**config.mk**
```make
export PLATFORM = sky130hd
export DESIGN_NAME = okdram_fifo
export DESIGN_NICKNAME = d
export VERILOG_FILES = /design/src/rtl/okdram_fifo.sv
export SDC_FILE = /design/constraint.sdc
export NUM_CORES = 1
export LEC_CHECK = 0
export CAP_MARGIN = 30
export CORE_MARGIN = 1
export CORE_UTILIZATION = 57
export CTS_BUF_LIST = sky130_fd_sc_hd__clkbuf_4 sky130_fd_sc_hd__clkbuf_8
export DETAILED_ROUTE_END_ITERATION = 8
export PLACE_DENSITY = 0.77
export SLEW_MARGIN = 20
export SYNTH_ARGS = -nofsm -noshare
export SYNTH_HDL_FRONTEND = slang
export SYNTH_SLANG_ARGS = --single-unit
```
**constraint.sdc**
```tcl
create_clock -name wclk -period 3 [get_ports wclk]
set_input_delay 0.3 -clock wclk [delete_from_list [all_inputs] [get_ports wclk]]
set_output_delay 0.3 -clock wclk [all_outputs]
set_load 0.005 [all_outputs]
```
**src/rtl/okdram_fifo.sv**
```systemverilog
// okdram_fifo: single-clock FIFO on distributed RAM with registered output,
// occupancy flags, sticky error flags and optional first-word-fall-through.
module okdram_fifo #(
   parameter int WIDTH         = 8,
   parameter int AW            = 6,
   parameter int FWFT          = 0,
   parameter int AFULL_THRESH  = (1 << AW) - 4,
   parameter int AEMPTY_THRESH = 4
) (
   input  logic             wclk,
   input  logic             rst_n,
   input  logic             wr_en,
   input  logic [WIDTH-1:0] din,
   input  logic             rd_en,
   input  logic             clr_err,
   output logic [WIDTH-1:0] dout,
   output logic             dout_valid,
   output logic             full,
   output logic             almost_full,
   output logic             empty,
   output logic             almost_empty,
   output logic [AW:0]      count,
   output logic             overflow,
   output logic             underflow
);

   localparam int          DEPTH    = 1 << AW;
   localparam logic [AW:0] CNT_FULL = (AW+1)'(DEPTH);
   localparam logic [AW:0] CNT_AF   = (AW+1)'(AFULL_THRESH);
   localparam logic [AW:0] CNT_AE   = (AW+1)'(AEMPTY_THRESH);

   logic [WIDTH-1:0] mem [DEPTH];
   logic [AW-1:0]    wr_ptr;
   logic [AW-1:0]    rd_ptr;
   logic [AW:0]      ram_cnt;
   logic [AW:0]      count_nxt;
   logic             wr_acc;
   logic             ram_rd;
   logic             out_take;
   logic             dv_nxt;
   logic             ovf_evt;
   logic             unf_evt;

   // Accept/consume decisions and next-state occupancy from pre-edge flags
   always_comb begin
      ram_cnt   = count - (AW+1)'((FWFT != 0) && dout_valid);
      wr_acc    = wr_en && !full;
      ovf_evt   = wr_en && full;
      out_take  = 1'b0;
      ram_rd    = 1'b0;
      dv_nxt    = 1'b0;
      unf_evt   = 1'b0;
      if (FWFT != 0) begin
         // The output register counts as storage; RAM refills it
         // whenever it is empty or being consumed this edge.
         out_take = rd_en && dout_valid;
         ram_rd   = (ram_cnt != '0) && (!dout_valid || out_take);
         dv_nxt   = ram_rd || (dout_valid && !out_take);
         unf_evt  = rd_en && !dout_valid;
      end else begin
         out_take = rd_en && !empty;
         ram_rd   = out_take;
         dv_nxt   = out_take;
         unf_evt  = rd_en && empty;
      end
      count_nxt = count + (AW+1)'(wr_acc) - (AW+1)'(out_take);
   end

   // Storage array: written on accepted writes, never reset
   always_ff @(posedge wclk) begin
      if (wr_acc) mem[wr_ptr] <= din;
   end

   // Pointers, output register, occupancy and registered flags
   always_ff @(posedge wclk or negedge rst_n) begin
      if (!rst_n) begin
         wr_ptr       <= '0;
         rd_ptr       <= '0;
         dout         <= '0;
         dout_valid   <= 1'b0;
         count        <= '0;
         full         <= 1'b0;
         almost_full  <= 1'b0;
         empty        <= 1'b1;
         almost_empty <= 1'b1;
         overflow     <= 1'b0;
         underflow    <= 1'b0;
      end else begin
         if (wr_acc) wr_ptr <= wr_ptr + AW'(1);
         if (ram_rd) begin
            rd_ptr <= rd_ptr + AW'(1);
            dout   <= mem[rd_ptr];
         end
         dout_valid   <= dv_nxt;
         count        <= count_nxt;
         full         <= (count_nxt == CNT_FULL);
         almost_full  <= (count_nxt >= CNT_AF);
         empty        <= (count_nxt == '0);
         almost_empty <= (count_nxt <= CNT_AE);
         // A new error in the clearing cycle keeps the flag set
         overflow     <= ovf_evt || (overflow && !clr_err);
         underflow    <= unf_evt || (underflow && !clr_err);
      end
   end

endmodule

```
==> summary.txt <==
Pwr
  • Combinational Power Share: 30.7%
  • P per Cell Area: 891 nW/um^2
  • Sequential power share: 42.5%
  • Switching pwr: 0.00698 W
  • Clock power share: 26.8%
  • Leakage: 8.13 nW
  • Switching Fraction: 31.9%
  • Peak supply drop: 0.000846 V
  • Pint: 0.0149 W

Detailed routing
  • Number of routed nets with antenna violations: 0
  • Wire length per cell: 25.4 um
  • Drt first pass iters: 6
  • Remaining DRCs: 0
  • Detailed Route Iter0 Violations: 1286
  • Final wirelength: 46.5 mm
  • Vias/cell: 6.16
  • Vias: 11300

Clock tree
  • Worst-Skew Late Latency: 0.64 ns
  • H-tree depth: 3
  • Worst-path clk slew: 0.06 ns
  • Clock tree buffer depth: 3
  • CTS tree: yes
  • Clk Tree Root Cell: clkbuf_8
  • Num CTS Buffers: 85
  • Clock Sinks: 546

Critical path
  • Type of the worst setup path: reg2reg
  • Arrival time worst endpoint: 3.44 ns
  • Worst path most repeated cell: inv_1
  • Max stage delay cell, worst path: dfstp_2
  • Crit Path Max Fanout: 4
  • Worst-path cell chain: nand2b_1 -> inv_1 -> ha_1 -> inv_1 -> ha_1 -> fa_1 -> a21o_1 -> a21oi_2 -> nand4b_1 -> and3_1 -> inv_1 -> nor4b_1
  • Critical path's top delay family: adder cells
  • CP bufs+invs: 3
  • Crit path largest cell delay: 0.53 ns
  • CP required: 3.52 ns
  • Critical Path End Type: flop
  • Startpoint Class: flop

Worst hold path
  • HP Class: in2async

Timing
  • Max_slew headroom: 48.6%
  • Fin crit period: 2.91 ns
  • RSZ-0062 raised after global routing: yes
  • Final Hold Fails: 0
  • Final period utilization: 97.1%
  • Slew at the pin closest to its max-slew limit: 0.770 ns
  • Max Slew Vio Count: 0
  • Hold_ws: 0.0654 ns
  • Clock skew: 0.0288 ns
  • Maximum clock frequency: 0.343 GHz
  • Final setup margin: 0.0872 ns
  • Final setup viols: 0

Synth
  • Netlist cell types: 56
  • Cell Area, Synth: 21600 sq um
  • Most used DFF post-synth: edfxtp_1
  • Avg Cell Area, Syn: 19.6 sq um
  • Post-synth EDFFs: 512
  • Async SR Flop Fraction: 6.23%
  • Seq/Total Area, Yosys: 75.2%
  • Cell count after synthesis: 1104
  • #FFs+latches synth: 546
  • Syn Nets: 1127
  • Synth warn: 0

Floorplan
  • Cell Rows: 70
  • Die area: 38700 sq um
  • I/O Pins: 35
  • Core Box Area: 37000 sq um
  • Die width: 197 um
  • Die Y: 197 um
  • Initial Utilization: 58.4%

Layout
  • ANT cells: 0
  • Final Cell Area: 24600 sq um
  • Layout cells sized above 1: 28.4%
  • FILL cells: 2438
  • Finished Layout Cells: 1829
  • Nets: 1283
  • Synthesis-to-finish area growth: 13.9%
  • Post-route core utilization: 66.6%

Placement
  • Cells after DPL: 1674
  • Placed inst area: 22900 sq um
  • RD Place Congestion: 0.897
  • Pre-CTS WS: -0.256 ns
  • HPWL Detailed: 28.5 mm
  • I/O Buffers: 34

GRT
  • Initial antenna violation count: 1
  • GRT Residual Overflow: 0
  • Total GRT Usage: 24.7%
  • Vias in the first global route: 11200
  • Global-route wire length before repair: 69.1 mm
  • Largest net degree at the start of global routing: 65

Run
  • Max Cap Violations: 0

Outcome
  • Status: completed
==> layer usage <==
layer	GRT usage, %	vias up	share of wire (%)
li1	-	4807	-
met4	8.33	0	2.7
met2	38.0	576	47
met5	0	-	0
met3	5.20	80	9.1
met1	35.9	5808	41
==> cell usage in the layout (no fill, tap or decap), types with 9 or more instances in the layout <==
cell type,netlist,final
clkbuf_4,0,21
ha_1,9,9
inv_1,16,16
nand2_1,40,40
edfxtp_1,512,512
nand3_1,11,11
a22oi_1,11,11
clkbuf_8,0,87
clkinv_2,0,9
dfrtp_1,32,30
buf_4,5,91
nor2b_1,9,9
o21ai_0,11,11
nor2_1,87,87
mux4_2,115,115
or2_2,9,9
o22ai_1,26,26
a21oi_1,11,10
xnor2_1,9,9
clkinv_1,0,24
mux2i_1,30,30
clkdlybuf4s50_1,0,25
==> cell type report <==
type / instances / area (sq um) / area share (%)
sequential: 546 / 16200 / 66.0
clock buffer: 108 / 1360 / 5.51
multi-input combinational: 479 / 4940 / 20.1
clock inverter: 44 / 254 / 1.03
tap: 504 / 631 / 2.56
timing repair buffer: 132 / 1120 / 4.57
inverter: 16 / 60.1 / 0.244
==> worst register-to-register path: cells and delay by family (launching register included) <==
family / cells / cell delay, ns
AND/OR/NAND/NOR: 4 / 0.78
adder cells (fa/ha/maj): 3 / 0.92
AO/OA/AOI/OAI: 2 / 0.37
flip-flops: 1 / 0.53
buffers and inverters: 3 / 0.22
==> per-stage QoR <==
stage               total power (W)  setup TNS (ns)
global placement             0.0160          -0.532
detailed placement           0.0161          -0.776
floorplan                    0.0140               0
CTS                          0.0220               0
finish                       0.0219               0
global route                 0.0228        -0.00575
==> timing repair <==
item / 4_1_cts / 5_1_grt
hold buffers: 1 / 0
endpoints found under the hold margin: 32 / 0
buffers inserted: 0 / 0
resized for setup: 0 / 3
setup endpoints to repair: 0 / 3
==> cell usage after synthesis, types with 5 or more instances <==
cell type	count	share of area [%]
edfxtp_1	512	71
mux4_2	115	12
nor2_1	87	1.5
nand2_1	40	0.70
clkbuf_1	34	0.59
dfrtp_1	32	3.7
mux2i_1	30	1.4
o22ai_1	26	0.75
inv_1	16	0.28
a21oi_1	11	0.25
a22oi_1	11	0.38
nand3_1	11	0.25
o21ai_0	11	0.25
buf_6	9	0.47
ha_1	9	0.52
nor2b_1	9	0.26
or2_2	9	0.26
xnor2_1	9	0.37
buf_2	8	0.19
nand2b_1	7	0.20
and2_1	6	0.17
mux2_2	6	0.31
nor3b_1	6	0.21
o211ai_1	6	0.21
a32o_1	5	0.23
buf_4	5	0.17
nand3b_1	5	0.17
nor3_1	5	0.12
o221ai_1	5	0.20
==> power groups by stage <==
stage / Combinational, W / Clock (W) / Sequential [W]
after CTS: 0.00667 / 0.00599 / 0.00931
after floorplan: 0.00486 / 0 / 0.00912
final: 0.00674 / 0.00587 / 0.00932
after global routing: 0.00715 / 0.00628 / 0.00936
after detailed placement: 0.00662 / 0 / 0.00946
after global placement: 0.00654 / 0 / 0.00944
==> sequential cells by signal, summed over array words and instances, names as in the netlist <==
signal        cells
overflow          1
almost_full       1
empty             1
count             7
almost_empty      1
underflow         1
dout_valid        1
wr_ptr            6
rd_ptr            6
mem             512
dout              8
full              1
==> path summary, 6_finish.rpt <==
| kind | to | slack, ns | startpoint | depth (start not counted) |
|---|---|---|---|---|
| worst max-delay path | almost_empty$_DFF_PN1_ | 0.09 | empty$_DFF_PN1_ | 12 |
| worst min-delay path | count[4]$_DFF_PN0_ | 0.07 | rst_n | 2 |
| worst max register to register | almost_empty$_DFF_PN1_ | 0.09 | empty$_DFF_PN1_ | 12 |
| worst min register to register | overflow$_DFF_PN0_ | 0.53 | full$_DFF_PN0_ | 2 |
| max in group asynchronous | empty$_DFF_PN1_ | 2.45 | rst_n | 3 |
| min in group wclk | mem[18][1]$_DFFE_PP_ | 0.13 | din[1] | 1 |
==> cells by family after synthesis <==
kind of cell,share of synthesized area (%)
flops,75.2
simple gates,4.51
mux,13.9
compound gates,3.22
buf+inv,2.02
xor+xnor,0.527
fa+ha+maj,0.614
Power figures use the tool's default switching activity.
